$ cat src/rtl/core_run_sequencer.sv
// core_run_sequencer: boots and supervises a single-cycle RISC-V core.
// Streams a program image into instruction memory, holds the core in reset
// while loading, releases it with a latched start PC, then watches the core's
// fin flag and a run-cycle watchdog, reporting done/timeout/cycle_count.
// Optional feature macro: SEQ_LOAD_CHECKSUM_EN adds an XOR checksum of all
// loaded words on port load_checksum.
module core_run_sequencer #(
  parameter int WIDTH   = 32,
  parameter int IADDR   = 16,
  parameter int CNT_W   = 32,
  parameter int TIMEOUT = 1000000
) (
  input  logic             clk,
  input  logic             reset,
  input  logic             start,
  input  logic             abort,
  input  logic [IADDR-1:0] load_base,
  input  logic [15:0]      load_len,
  input  logic [WIDTH-1:0] init_pc_in,
  input  logic             s_valid,
  output logic             s_ready,
  input  logic [WIDTH-1:0] s_data,
  output logic             imem_we,
  output logic [IADDR-1:0] imem_waddr,
  output logic [WIDTH-1:0] imem_wdata,
  output logic             core_reset_n,
  output logic [WIDTH-1:0] core_init_pc,
  input  logic             core_fin,
  output logic             busy,
  output logic             done,
  output logic             timeout,
  output logic [CNT_W-1:0] cycle_count
`ifdef SEQ_LOAD_CHECKSUM_EN
  ,
  output logic [WIDTH-1:0] load_checksum
`endif
);

  typedef enum logic [2:0] {
    ST_IDLE    = 3'd0,
    ST_LOAD    = 3'd1,
    ST_RELEASE = 3'd2,
    ST_RUN     = 3'd3,
    ST_DONE    = 3'd4
  } state_t;

  // Watchdog fires when the count is one short of the limit in a RUN cycle,
  // so the count read in DONE equals the number of RUN cycles.
  localparam logic [CNT_W-1:0] TMO_LAST = CNT_W'(TIMEOUT - 1);
  localparam logic [CNT_W-1:0] TMO_MAX  = CNT_W'(TIMEOUT);

  state_t             state_r;
  state_t             state_nx_s;
  logic               take_start_s;
  logic               hs_s;
  logic               fin_end_s;
  logic               wd_end_s;
  logic [IADDR-1:0]   addr_r;
  logic [15:0]        remain_r;
  logic               s_ready_r;
  logic               imem_we_r;
  logic [IADDR-1:0]   imem_waddr_r;
  logic [WIDTH-1:0]   imem_wdata_r;
  logic               core_reset_n_r;
  logic [WIDTH-1:0]   core_init_pc_r;
  logic               done_r;
  logic               timeout_r;
  logic [CNT_W-1:0]   cycle_count_r;

  // s_ready_r is only ever 1 while in LOAD, so it doubles as the LOAD qualifier.
  assign hs_s = s_ready_r & s_valid;

  // Next-state decode, start acceptance and run-termination conditions.
  always_comb begin
    state_nx_s   = state_r;
    take_start_s = 1'b0;
    fin_end_s    = 1'b0;
    wd_end_s     = 1'b0;
    case (state_r)
      ST_IDLE, ST_DONE: begin
        if (start) begin
          take_start_s = 1'b1;
          state_nx_s   = (load_len != 16'd0) ? ST_LOAD : ST_RELEASE;
        end else begin
          state_nx_s = state_r;
        end
      end
      ST_LOAD: begin
        if (hs_s && (remain_r == 16'd1)) begin
          state_nx_s = ST_RELEASE;
        end else begin
          state_nx_s = ST_LOAD;
        end
      end
      ST_RELEASE: begin
        state_nx_s = ST_RUN;
      end
      ST_RUN: begin
        if (core_fin) begin
          fin_end_s  = 1'b1;
          state_nx_s = ST_DONE;
        end else if (cycle_count_r == TMO_LAST) begin
          wd_end_s   = 1'b1;
          state_nx_s = ST_DONE;
        end else begin
          state_nx_s = ST_RUN;
        end
      end
      default: begin
        state_nx_s = ST_IDLE;
      end
    endcase
    // Abort overrides everything, including a simultaneous start.
    if (abort) begin
      state_nx_s   = ST_IDLE;
      take_start_s = 1'b0;
      fin_end_s    = 1'b0;
      wd_end_s     = 1'b0;
    end else begin
      state_nx_s = state_nx_s;
    end
  end

  // State register plus the state-derived registered outputs.
  always_ff @(posedge clk or posedge reset) begin
    if (reset) begin
      state_r        <= ST_IDLE;
      s_ready_r      <= 1'b0;
      core_reset_n_r <= 1'b0;
    end else begin
      state_r        <= state_nx_s;
      s_ready_r      <= (state_nx_s == ST_LOAD);
      core_reset_n_r <= (state_nx_s == ST_RUN);
    end
  end

  // Load bookkeeping: latched parameters, write address and words remaining.
  always_ff @(posedge clk or posedge reset) begin
    if (reset) begin
      addr_r         <= {IADDR{1'b0}};
      remain_r       <= 16'd0;
      core_init_pc_r <= {WIDTH{1'b0}};
    end else if (take_start_s) begin
      addr_r         <= {load_base[IADDR-1:2], 2'b00};
      remain_r       <= load_len;
      core_init_pc_r <= init_pc_in;
    end else if (hs_s) begin
      addr_r   <= addr_r + IADDR'(4);
      remain_r <= remain_r - 16'd1;
    end
  end

  // Registered imem write port; a handshake in an abort cycle still lands.
  always_ff @(posedge clk or posedge reset) begin
    if (reset) begin
      imem_we_r    <= 1'b0;
      imem_waddr_r <= {IADDR{1'b0}};
      imem_wdata_r <= {WIDTH{1'b0}};
    end else begin
      imem_we_r <= hs_s;
      if (hs_s) begin
        imem_waddr_r <= addr_r;
        imem_wdata_r <= s_data;
      end
    end
  end

  // Run supervision: saturating cycle counter and sticky done/timeout flags.
  always_ff @(posedge clk or posedge reset) begin
    if (reset) begin
      done_r        <= 1'b0;
      timeout_r     <= 1'b0;
      cycle_count_r <= {CNT_W{1'b0}};
    end else if (abort || take_start_s) begin
      done_r        <= 1'b0;
      timeout_r     <= 1'b0;
      cycle_count_r <= {CNT_W{1'b0}};
    end else if (state_r == ST_RUN) begin
      if (cycle_count_r != TMO_MAX) begin
        cycle_count_r <= cycle_count_r + CNT_W'(1);
      end
      if (fin_end_s || wd_end_s) begin
        done_r    <= 1'b1;
        timeout_r <= wd_end_s;
      end
    end
  end

`ifdef SEQ_LOAD_CHECKSUM_EN
  logic [WIDTH-1:0] load_checksum_r;

  // XOR of every word accepted during the load; cleared by start or abort.
  always_ff @(posedge clk or posedge reset) begin
    if (reset) begin
      load_checksum_r <= {WIDTH{1'b0}};
    end else if (abort || take_start_s) begin
      load_checksum_r <= {WIDTH{1'b0}};
    end else if (hs_s) begin
      load_checksum_r <= load_checksum_r ^ s_data;
    end
  end

  assign load_checksum = load_checksum_r;
`endif

  assign s_ready      = s_ready_r;
  assign imem_we      = imem_we_r;
  assign imem_waddr   = imem_waddr_r;
  assign imem_wdata   = imem_wdata_r;
  assign core_reset_n = core_reset_n_r;
  assign core_init_pc = core_init_pc_r;
  assign done         = done_r;
  assign timeout      = timeout_r;
  assign cycle_count  = cycle_count_r;
  assign busy         = (state_r == ST_LOAD) || (state_r == ST_RELEASE) || (state_r == ST_RUN);

endmodule
$ cat config.mk
export PLATFORM = sky130hd
export DESIGN_NAME = core_run_sequencer
export DESIGN_NICKNAME = d
export VERILOG_FILES = /design/src/rtl/core_run_sequencer.sv
export SDC_FILE = /design/constraint.sdc
export NUM_CORES = 1
export LEC_CHECK = 0
export ABC_AREA = 0
export ABC_CLOCK_PERIOD_IN_PS = 6990
export CAP_MARGIN = 25
export CORE_MARGIN = 2
export CORE_UTILIZATION = 44
export CTS_CLUSTER_DIAMETER = 40
export DETAILED_ROUTE_END_ITERATION = 10
export PLACE_DENSITY = 0.77
export SLEW_MARGIN = 20
export SYNTH_ARGS = -nofsm -noshare
export SYNTH_HDL_FRONTEND = slang
export SYNTH_SLANG_ARGS = --single-unit
$ cat constraint.sdc
create_clock -name clk -period 6.99 [get_ports clk]
set_input_delay 1.7475 -clock clk [delete_from_list [all_inputs] [get_ports clk]]
set_output_delay 1.7475 -clock clk [all_outputs]
set_load 0.05 [all_outputs]
* After elaboration in Yosys (flattened, before gate mapping)
Cells that the tools add are included.
** Storage, ports and cells
- Flip-flop bits (word level) :: 152
- Output and inout port bits :: 118
** Operators by class
- Add/subtract/negate cells :: 3
- Mux-type cells :: 30
- Bitwise operators :: 1
- Reductions and logical operators :: 14
- Equal/unequal tests :: 9
** Operator list (count)
- $mux 32 :: 3
- $mux 16 :: 4
- $add 32x1->32 const B :: 1
- $eq 32x20->1 const B :: 1
- $ne 32x20->1 const B :: 1
- $add 16x3->16 const B :: 1
- $eq 16x1->1 const B :: 1
- $mux 1 :: 16
- $reduce_bool 16->1 :: 1
- $sub 16x1->16 const B :: 1
- $mux 3 :: 4
- $pmux 3 s4 :: 1
- $eq 3x2->1 const B :: 3
- $reduce_bool 2->1 :: 4
- $eq 3x1->1 const B :: 2
- $logic_or 1x1->1 :: 4
- $mux 2 :: 2
- $reduce_and 2->1 :: 2
- $eq 3x3->1 const B :: 1
- $logic_not 3->1 :: 1
- $reduce_or 2->1 :: 1
- $and 1x1->1 :: 1
- $logic_and 1x1->1 :: 1

* Logic depth before layout (Yosys ltp)
- Word-level depth :: 9
- Mapped depth :: 8
- Depth with buffers taken out :: 6

* Worst setup path after synthesis
Ideal clock, no wire load.
- Path kind :: input to register
- From :: input s_valid
- To :: register remain_r[12]
- Library setup time :: 133 ps
- Arrival :: 2832 ps
- Path slack :: 4025 ps
- Cell stages on the path :: 6
- Cells stage by stage :: nor4bb_1 -> clkbuf_1 -> nand4b_1 -> nor4_1 -> xnor2_1 -> o21ai_0
** Between the ends
- Cells in the longest elaborated chain, start to end :: 2
** RTL lines
- from (decl) :: RTL line 20 : input logic s_valid,
- $and 1x1->1 :: RTL line 71 : assign hs_s = s_ready_r & s_valid;
- $reduce_bool 2->1 (no source line)
- to (signal assigned) :: RTL line 145 : remain_r <= load_len;
- to (signal assigned) :: RTL line 149 : remain_r <= remain_r - 16'd1;
- to (decl) :: RTL line 59 : logic [15:0] remain_r;
No other way between the ends.
A chain may end at the register's enable or synchronous reset.

* Worst setup path after layout
- From :: register state_r[0]
- To :: output busy
** Between the ends
- Cells in the longest elaborated chain, start to end :: 3
- Elaborated cells between the ends (all ways) :: 5
- Those cells by class :: eq/ne: 3; reduce/logical: 2
** RTL lines
- from (decl) :: RTL line 52 : state_t state_r;
- from (signal assigned) :: RTL line 131 : state_r <= state_nx_s;
- $eq 3x1->1 / $eq 3x2->1 (equally long branches) :: RTL line 215 : assign busy = (state_r == ST_LOAD) || (state_r == ST_RELEASE) || (state_r == ST_RUN);
- $logic_or 1x1->1 :: RTL line 215
- $logic_or 1x1->1 (*) :: RTL line 215
- to (decl) :: RTL line 29 : output logic busy,
Mark *: on every way between the ends. The rest lies on a longest branch, timed or not.

==> results.sh <==
export IMPL_clock_skew_ns=0.0129
export IMPL_place_area_um2=9150
export IMPL_required_ns=5.24
export IMPL_cap_violations=0
export IMPL_die_h_um=129
export IMPL_slowest_stage="clkdlybuf4s50_1"
export IMPL_finalSetupViolations=0
export IMPL_yosysWarnings=0
export IMPL_hold_ws_ns=0.471
export IMPL_gp_congestion=0.786
export IMPL_nNetsFinal=1005
export IMPL_dp_hpwl_um=12100
export IMPL_htree_levels=4
export IMPL_place_ws_ns=2.73
export IMPL_netlist_area_um2=6850
export IMPL_rsz0062_at_grt="false"
export IMPL_synth_seq_cells=148
export IMPL_avgRoutedWirePerCell_um=15.9
export IMPL_io_buffer_count=215
export IMPL_fin_area_um2=9740
export IMPL_share_seq_of_total_power=0.389
export IMPL_min_path_type="reg2reg"
export IMPL_final_max_slew_viol_count=0
export IMPL_dieWidth_um=129
export IMPL_cts_buffers=17
export IMPL_path_depth=3
export IMPL_holdPathStages=2
export IMPL_core_area_um2=15200
export IMPL_clk_latency_ns=0.42
export IMPL_fin_ws_ns=3.29
export IMPL_synth_edf_count=0
export IMPL_powerDensity_nw_per_um2=288
export IMPL_clockBufferDepth=2
export IMPL_diodes=0
export IMPL_min_period_ns=3.70
export IMPL_crit_path_end_kind="output port"
export IMPL_hold_violations=0
export IMPL_ctsHoldBuffers=0
export IMPL_rows=45
export IMPL_drc_errors=0
export IMPL_cts_root_buffer="clkbuf_16"
export IMPL_p_int_mw=1.81
export IMPL_overflow=0
export IMPL_swShare=0.356
export IMPL_firstDrtPassIters=5
export IMPL_cp_start_kind="flip-flop"
export IMPL_syn_to_final_growth_pct=42.2
export IMPL_drive_gt1_frac=0.108
export IMPL_cp_num_buf_inv=1
export IMPL_first_iter_violations=466
export IMPL_worstRegToRegCells=6
export IMPL_max_stage_delay_ns=0.83
export IMPL_leakage_nw=4.05
export IMPL_post_cts_buffers=0
export IMPL_power_mw=2.81
export IMPL_netlist_instances=689
export IMPL_slew_headroom=0.391
export IMPL_initial_utilization=0.450
export IMPL_die_area_um2=16600
export IMPL_drtAntennaViolNets=0
export IMPL_setup_tns_ns=0
export IMPL_cts_resized_gates=0
export IMPL_worstSetupPathType="reg2out"
export IMPL_via_per_inst=5.22
export IMPL_final_common_cell="clkdlybuf4s50_1"
export IMPL_worst_pin_slew_ns=0.910
export IMPL_critPathMaxFanout=7
export IMPL_cts_clk_slew_worst_paths_ns=0.05
export IMPL_switchingPower_mw=1.00
export IMPL_crit_path_cell_trace="nor2_1 > nor2_1 > clkdlybuf4s50_1"
export IMPL_ys_flop_type="dfrtp_1"
export IMPL_clkSinkCount=148
export IMPL_critPathArrivalTime_ns=1.95
export IMPL_fin_crit_sh=0.529
export IMPL_grt_pass1_vias=5519
export IMPL_p_clk_frac=0.304
export IMPL_dr_total_vias=5728
export IMPL_fmax_mhz=271
export IMPL_grt_max_degree=101
export IMPL_syn_area_per_cell_um2=9.94
export IMPL_grt_pass1_wl_um=28200
export IMPL_cts_tree="yes"
export IMPL_mostFrequentLayoutCells="215 x clkdlybuf4s50_1, 192 x nand2_1, 148 x dfrtp_1"
export IMPL_synth_async_reset_ratio=1.00
export IMPL_cpMostUsedCell="nor2_1"
export IMPL_yosysSeqAreaShare=0.541
export IMPL_peakVddDrop_uv=242
export IMPL_antenna_found_initial=0
export IMPL_track_usage=0.215
export IMPL_cp_top_family="buffers and inverters"
export IMPL_wirelength_um=17400
export IMPL_status="finished clean"
export IMPL_io_pins=220
export IMPL_p_comb_frac=0.307
export IMPL_synth_distinct_cells=58
==> area by class of cell <==
| class | count | area (um2) |
|---|---|---|
| clock buffers | 19 | 443 |
| clock inverters | 12 | 109 |
| fillers | 1246 | 5460 |
| inverters | 11 | 46.3 |
| multi-input cells | 498 | 2960 |
| flip-flops and latches | 148 | 3700 |
| well taps | 188 | 235 |
| repair buffers | 222 | 2240 |
==> worst min-delay path: cells and delay by family (launching register included) <==
kind	cells	cell delay [ns]
flops	1	0.34
simple gates	2	0.10
==> power by group through the flow <==
stage / Combinational (mW) / Sequential [mW] / Clock, mW
final: 0.861 / 1.09 / 0.854
after global routing: 0.909 / 1.11 / 0.909
after CTS: 0.867 / 1.09 / 0.874
after detailed placement: 0.862 / 1.10 / 0
after global placement: 0.851 / 1.10 / 0
after floorplan: 0.195 / 1.44 / 0
==> final timing paths <==
path	start	end	slack [ns]
max in group asynchronous	reset	imem_wdata[5]	3.94
max	state_r[0]	busy	3.29
min in group asynchronous	reset	imem_wdata[14]	1.71
max reg2reg	state_r[0]	core_init_pc[13]	4.64
min reg2reg	imem_wdata[5]	imem_wdata[5]	0.47
min	imem_wdata[5]	imem_wdata[5]	0.47
==> flip-flops by register name (all words and copies together), names as in the netlist <==
register      count
timeout           1
s_ready           1
cycle_count      32
core_init_pc     32
imem_we           1
addr_r           14
state_r           3
remain_r         16
core_reset_n      1
imem_waddr       14
imem_wdata       32
done              1
==> cell families (layout without fill, tap and decap cells) <==
logic type                 after synthesis  in the layout  synth area share
muxes                                   33             33            0.0541
DFF                                    148            148             0.541
xor gates and xnor gates                47             47            0.0601
adders and majority gates                5              5           0.00914
other                                    1              2          0.000548
AOI/OAI and AO/OA                       68             68            0.0612
and+or+nand+nor                        343            343             0.244
buffers and inverters                   44            264            0.0298
==> through the flow <==
| stage | util | std cells |
|---|---|---|
| final | 0.641 | 1098 |
| after global routing | 0.641 | 1098 |
| after floorplan | - | 690 |
| after detailed placement | 0.602 | 1066 |
| after global placement | 0.600 | 1065 |
| after CTS | 0.638 | 1097 |
==> layer usage <==
metal | wire (um) | share of wire | track usage
met1 | 7640 | 0.44 | 0.287
met2 | 8610 | 0.49 | 0.344
met3 | 911 | 0.052 | 0.0586
met4 | 257 | 0.015 | 0.0684
met5 | 0 | 0 | 0
==> cells in the mapped netlist, types with 10 or more instances <==
library cell	n	area, um2
xor2_1	28	245
nor2_1	42	158
nand4_1	24	150
o21ai_0	34	170
dfrtp_1	148	3700
mux2_2	32	360
inv_1	10	37.5
nor4_1	15	93.8
nand3_1	11	55.1
a21oi_1	10	50.1
xnor2_1	19	166
nand2_1	192	721
clkbuf_1	18	67.6
Power figures use the tool's default switching activity.
